--- config.mk ---
export PLATFORM = sky130hd
export DESIGN_NAME = denise_clut_writer
export DESIGN_NICKNAME = d
export VERILOG_FILES = /design/src/rtl/denise_clut_writer.sv
export SDC_FILE = /design/constraint.sdc
export NUM_CORES = 1
export LEC_CHECK = 0
export BUFFER_PORTS_ARGS = -buffer_cell sky130_fd_sc_hd__buf_4
export CAP_MARGIN = 20
export CORE_ASPECT_RATIO = 1.1
export CORE_MARGIN = 2
export CORE_UTILIZATION = 41
export DETAILED_ROUTE_END_ITERATION = 16
export PLACE_DENSITY = 0.75
export SYNTH_ARGS = -nofsm -noshare
export SYNTH_HDL_FRONTEND = slang
export SYNTH_SLANG_ARGS = --single-unit
--- constraint.sdc ---
create_clock -name clk -period 1.31 [get_ports clk]
set_input_delay 0.262 -clock clk [delete_from_list [all_inputs] [get_ports clk]]
set_output_delay 0.262 -clock clk [all_outputs]
set_load 0.01 [all_outputs]
--- src/rtl/denise_clut_writer.sv ---
// denise_clut_writer
//   Write scheduler for the 256 x 32-bit byte-enabled colour look-up table.
//   Three sources share the single CLUT write port, one issue per clk:
//     bus (COLORxx register writes) > host palette loader > clear sweep.
//   Every output is a flop, so the strobes are glitch-free. Reset is async.
// Ports:
//   clk, reset_n            28MHz clock, async active-low reset
//   clk7_en                 qualifies bus writes
//   reg_address_in/data_in  register bus (address bits [8:1], 12-bit RGB)
//   bank, loct              colour bank select and low-nibble-only flag
//   host_req/adr/rgb/ack    host palette write handshake (ack = 1 clk pulse)
//   clr_start, clr_busy     start/restart full-table clear, sweep active
//   wr_en/adr/dat/bs        CLUT write port
module denise_clut_writer #(
  parameter logic [8:0] COLORBASE = 9'h180
) (
  input  logic        clk,
  input  logic        reset_n,
  input  logic        clk7_en,
  input  logic [7:0]  reg_address_in,
  input  logic [11:0] data_in,
  input  logic [2:0]  bank,
  input  logic        loct,
  input  logic        host_req,
  input  logic [7:0]  host_adr,
  input  logic [23:0] host_rgb,
  output logic        host_ack,
  input  logic        clr_start,
  output logic        clr_busy,
  output logic        wr_en,
  output logic [7:0]  wr_adr,
  output logic [31:0] wr_dat,
  output logic [3:0]  wr_bs
);

  localparam logic [0:0] S_IDLE  = 1'b0;
  localparam logic [0:0] S_CLEAR = 1'b1;

  typedef struct packed {
    logic [7:0]  adr;
    logic [31:0] dat;
    logic [3:0]  bs;
  } clut_wr_t;

  logic [0:0] state_q, state_d;
  logic [7:0] cnt_q, cnt_d;
  logic       wr_en_q, wr_en_d;
  clut_wr_t   wr_q, wr_d;
  logic       host_ack_q, host_ack_d;
  logic       bus_hit, host_go, clr_go;

  always_comb begin
    // reg_address_in carries address bits [8:1], so [7:5] are bits [8:6]
    bus_hit = clk7_en && (reg_address_in[7:5] == COLORBASE[8:6]);
    // host_ack_q masks a request still held during its own ack cycle
    host_go = !bus_hit && host_req && !host_ack_q && (state_q == S_IDLE);
    // a restart pulse suppresses this clk's clear write so the sweep
    // resumes cleanly from index 0
    clr_go  = !bus_hit && (state_q == S_CLEAR) && !clr_start;

    state_d    = state_q;
    cnt_d      = cnt_q;
    wr_d       = wr_q;      // data/address/enables hold when idle
    wr_en_d    = 1'b0;
    host_ack_d = 1'b0;

    if (bus_hit) begin
      wr_en_d = 1'b1;
      wr_d.adr = {bank, reg_address_in[4:0]};
      wr_d.dat = {4'h0, data_in, 4'h0, data_in};
      wr_d.bs  = loct ? 4'b0011 : 4'b1111;
    end else if (host_go) begin
      wr_en_d    = 1'b1;
      host_ack_d = 1'b1;
      wr_d.adr = host_adr;
      // high nibbles in the upper half-word, low nibbles in the lower
      wr_d.dat = {4'h0, host_rgb[23:20], host_rgb[15:12], host_rgb[7:4],
                  4'h0, host_rgb[19:16], host_rgb[11:8],  host_rgb[3:0]};
      wr_d.bs  = 4'b1111;
    end else if (clr_go) begin
      wr_en_d  = 1'b1;
      wr_d.adr = cnt_q;
      wr_d.dat = 32'h0;
      wr_d.bs  = 4'b1111;
      cnt_d    = cnt_q + 8'd1;
      if (cnt_q == 8'hFF) state_d = S_IDLE;
    end

    if (clr_start) begin
      state_d = S_CLEAR;
      cnt_d   = 8'h00;
    end
  end

  always_ff @(posedge clk or negedge reset_n) begin
    if (!reset_n) begin
      state_q    <= S_IDLE;
      cnt_q      <= 8'h00;
      wr_en_q    <= 1'b0;
      wr_q       <= '0;
      host_ack_q <= 1'b0;
    end else begin
      state_q    <= state_d;
      cnt_q      <= cnt_d;
      wr_en_q    <= wr_en_d;
      wr_q       <= wr_d;
      host_ack_q <= host_ack_d;
    end
  end

  assign wr_en    = wr_en_q;
  assign wr_adr   = wr_q.adr;
  assign wr_dat   = wr_q.dat;
  assign wr_bs    = wr_q.bs;
  assign host_ack = host_ack_q;
  assign clr_busy = (state_q == S_CLEAR);

endmodule

==> PnR_summary.wiki <==
{| class="wikitable"
! Metric !! Value
|-
| Total DRC errors in the routed layout || 0
|-
| Overflow after GRT || 0
|-
| Max Root-Sink Buffers || 2
|-
| Worst IR Drop VDD || 0.419 mV
|-
| Commonest register cell after synthesis || dfrtp_1
|-
| Area growth, synth to finish || 50.9%
|-
| Largest cells by area after synthesis || dfrtp_1, a21oi_1, nand3_1, buf_4, o221ai_2
|-
| Routed via count || 2,287
|-
| Vias/cell || 5.29
|-
| Number of antenna violations at the first check in global routing || 0
|-
| Share of cells above drive strength 1 || 0.437
|-
| Required time of the critical path || 1530 ps
|-
| Startpoint of the worst setup timing path || clr_busy
|-
| TritonCTS Buffers || 5
|-
| Post-layout worst setup margin || -105 ps
|-
| Initial core utilization || 0.420
|-
| X dimension of the die || 74.2 µm
|-
| Weighted congestion reported at the end of routability-driven placement || 0.815
|-
| Slew of the pin with the lowest slew margin || 586 ps
|-
| Height of the chip || 81.2 µm
|-
| Slack of the worst reg-to-reg path || -100 ps
|-
| Final Slew Violations || 0
|-
| Iteration count of the initial detailed-routing pass || 4
|-
| Diode count || 0
|-
| Class of the tightest hold or removal check || primary input to flop
|-
| Share of async-settable or async-resettable flops after synthesis || 1.00
|-
| Overall power of the completed layout || 2.85 mW
|-
| Crit-path max cell delay || 380 ps
|-
| Cell type with the largest total area after synthesis || dfrtp_1
|-
| DRT antenna net count || 0
|-
| Number of top-level pins || 108
|-
| Status || finished, violations left
|-
| Post-Place Cells || 418
|-
| Time the final worst path needs with I/O delays and setup || 1410 ps
|-
| TritonCTS clock tree || yes
|-
| Average footprint of a synthesized cell || 9.26 µm²
|-
| Hpwl dp || 4820 µm
|-
| Routed wire length || 6660 µm
|-
| Netlist Area Pre-Place || 0.00222 mm²
|-
| Worst-case reg-to-reg path depth || 5
|-
| Violated checks || setup timing
|-
| Core Rows || 28
|-
| CP cell instances || buf_6 -> nand4_1 -> buf_4 -> or3_4 -> a21oi_2
|-
| Crit start category || flop
|-
| Gate Count Post-Synth || 240
|-
| Capturing instance or port of the critical path || cnt_q[3]
|-
| # setup viols final || 31
|-
| Clock transition at path regs || 80 ps
|-
| Smallest hold slack || 139 ps
|-
| Reported max-cap violation count || 0
|-
| H-tree levels || 2
|-
| Count of fill cells added during filler insertion || 435
|-
| Worst rel slew slack || 0.609
|-
| Top fanout value on the critical path || 6
|-
| Reg-to-reg startpoint || clr_busy
|-
| End-of-flow core utilization || 0.634
|-
| Total global routing track utilization || 0.214
|-
| Critical path endpoint category || flop
|-
| Critical-path top delay cell || dfrtp_1
|-
| Portion of the post-synthesis area used by sequential elements || 0.506
|-
| IO Port Bufs || 99
|-
| Number of enable flip-flop cells after synthesis || 0
|-
| Total Negative Setup Slacks || -1090 ps
|-
| # nets final || 420
|-
| Worst skew pair latency || 290 ps
|-
| Count of endpoints failing hold in the final timing report || 0
|-
| Synthesis Warnings || 0
|-
| Beginning of the worst hold path || loct
|-
| Clock root buffer || clkbuf_8
|-
| Total die area || 0.00603 mm²
|-
| Portion of synthesized cell area occupied by the leading cell type || 0.506
|-
| First-pass GRT wire length || 9890 µm
|-
| Data arrival at the endpoint of the critical path || 1640 ps
|-
| Clock net sink count || 45
|-
| Reg2Reg Capture Point || cnt_q[3]
|-
| Register bit count reported by yosys || 45
|-
| Synth cell types || 31
|-
| Final Skew || 4.36 ps
|-
| Achievable Freq || 707 MHz
|-
| Violation count after the first detailed-routing iteration || 240
|-
| Core box area || 0.00529 mm²
|-
| Power per cell area || 851 mW/mm²
|-
| Maximum number of pins on one net before global-route repair || 46
|-
| Ratio of final minimum period to clock period || 1.08
|-
| Static power due to leakage || 1.58 nW
|-
| Avg WL per Cell || 15.4 µm
|-
| Setup repair after global routing missed its margin || true
|-
| Vias in the first global route || 2,029
|-
| Non-filler instance count after layout || 432
|-
| Crit Path Category || flop to flop
|}
final cells by class:
cell class,count,area (µm²),area share
Multi-Input combinational cell,169,976,0.291
Sequential cell,45,1130,0.336
Clock buffer,5,68.8,0.0205
Timing Repair Buffer,135,1080,0.321
Tap cell,75,93.8,0.0280
Clock inverter,1,5.00,0.00149
Inverter,2,7.51,0.00224
worst max-delay path: cells and delay by family, from the launching register on:
family / cells / cell delay, ps
buf+inv: 2 / 330
compound gates: 1 / 120
flops: 1 / 380
simple gates: 2 / 510
synth_stat cells, types with 2 or more instances:
library cell / instances
a21oi_1: 57
dfrtp_1: 45
nand3_1: 29
buf_2: 14
nor2_1: 13
buf_4: 10
nand2_1: 10
nor3_1: 9
o21ai_0: 7
o21ai_1: 5
o221ai_2: 5
o31ai_1: 4
or4_1: 4
clkbuf_1: 3
o221ai_1: 3
or3_1: 3
buf_1: 2
buf_6: 2
inv_1: 2
nand4_1: 2
logic make-up after synthesis:
| family | synth area share |
|---|---|
| AOI/OAI and AO/OA | 0.218 |
| buffers and inverters | 0.0872 |
| other | 0.00169 |
| and+or+nand+nor | 0.181 |
| DFF | 0.506 |
| adders and majority gates | 0.00563 |
flip-flops by register name, indices dropped and copies added, names as in the netlist:
| register | cells |
|---|---|
| wr_adr | 8 |
| wr_en | 1 |
| host_ack | 1 |
| cnt_q | 8 |
| wr_dat | 24 |
| wr_bs | 2 |
| clr_busy | 1 |
power by group:
part	internal [mW]	leakage, nW	switching, mW
Sequential	1.47	0.584	0.0503
Clock	0.352	0.0399	0.439
Combinational	0.303	0.954	0.242
stage by stage:
stage	setup slack [ps]	cell area, µm²
2_1_floorplan	-184	2250
3_3_place_gp	-83.1	3140
3_5_place_dp	-112	3140
4_1_cts	-67.4	3250
5_1_grt	-169	3350
6_report	-105	3350
worst min-delay path by stage:
stage                           to  depth (start not counted)  slack (ps)
after floorplan           clr_busy                          0         -30
after global placement    cnt_q[1]                          1         300
after detailed placement  cnt_q[1]                          1         300
after CTS                 wr_bs[2]                          2         120
after global routing      wr_bs[2]                          2         140
final                     wr_bs[2]                          2         140
layer usage:
| metal | part of all wire | vias up | global-route usage |
|---|---|---|---|
| met5 | 0 | - | 0 |
| met2 | 0.49 | 86 | 0.329 |
| li1 | - | 1085 | - |
| met4 | 0.012 | 0 | 0.0482 |
| met3 | 0.060 | 8 | 0.0422 |
| met1 | 0.43 | 1108 | 0.313 |
what timing repair did:
action | in CTS | in global routing
gates cloned | 0 | 2
setup endpoints to repair | 32 | 40
pin swaps | 1 | 11
hold buffers | 1 | 0
resized for setup | 2 | 11
setup buffers | 2 | 3
hold endpoints to repair | 45 | 0
cells in the final DEF, fill, tap and decap left out, types with 2 or more instances in the layout:
cell type,instances
a21oi_1,54
a21oi_2,3
buf_12,2
buf_4,126
buf_6,5
clkbuf_8,5
conb_1,8
dfrtp_1,45
inv_1,2
nand2_1,10
nand3_1,29
nand4_1,2
nor2_1,13
nor3_1,9
o21ai_0,7
o21ai_1,5
o221ai_1,3
o221ai_2,5
o31ai_1,3
or3_1,2
or4_1,3
(Power assumes the default switching activity.)
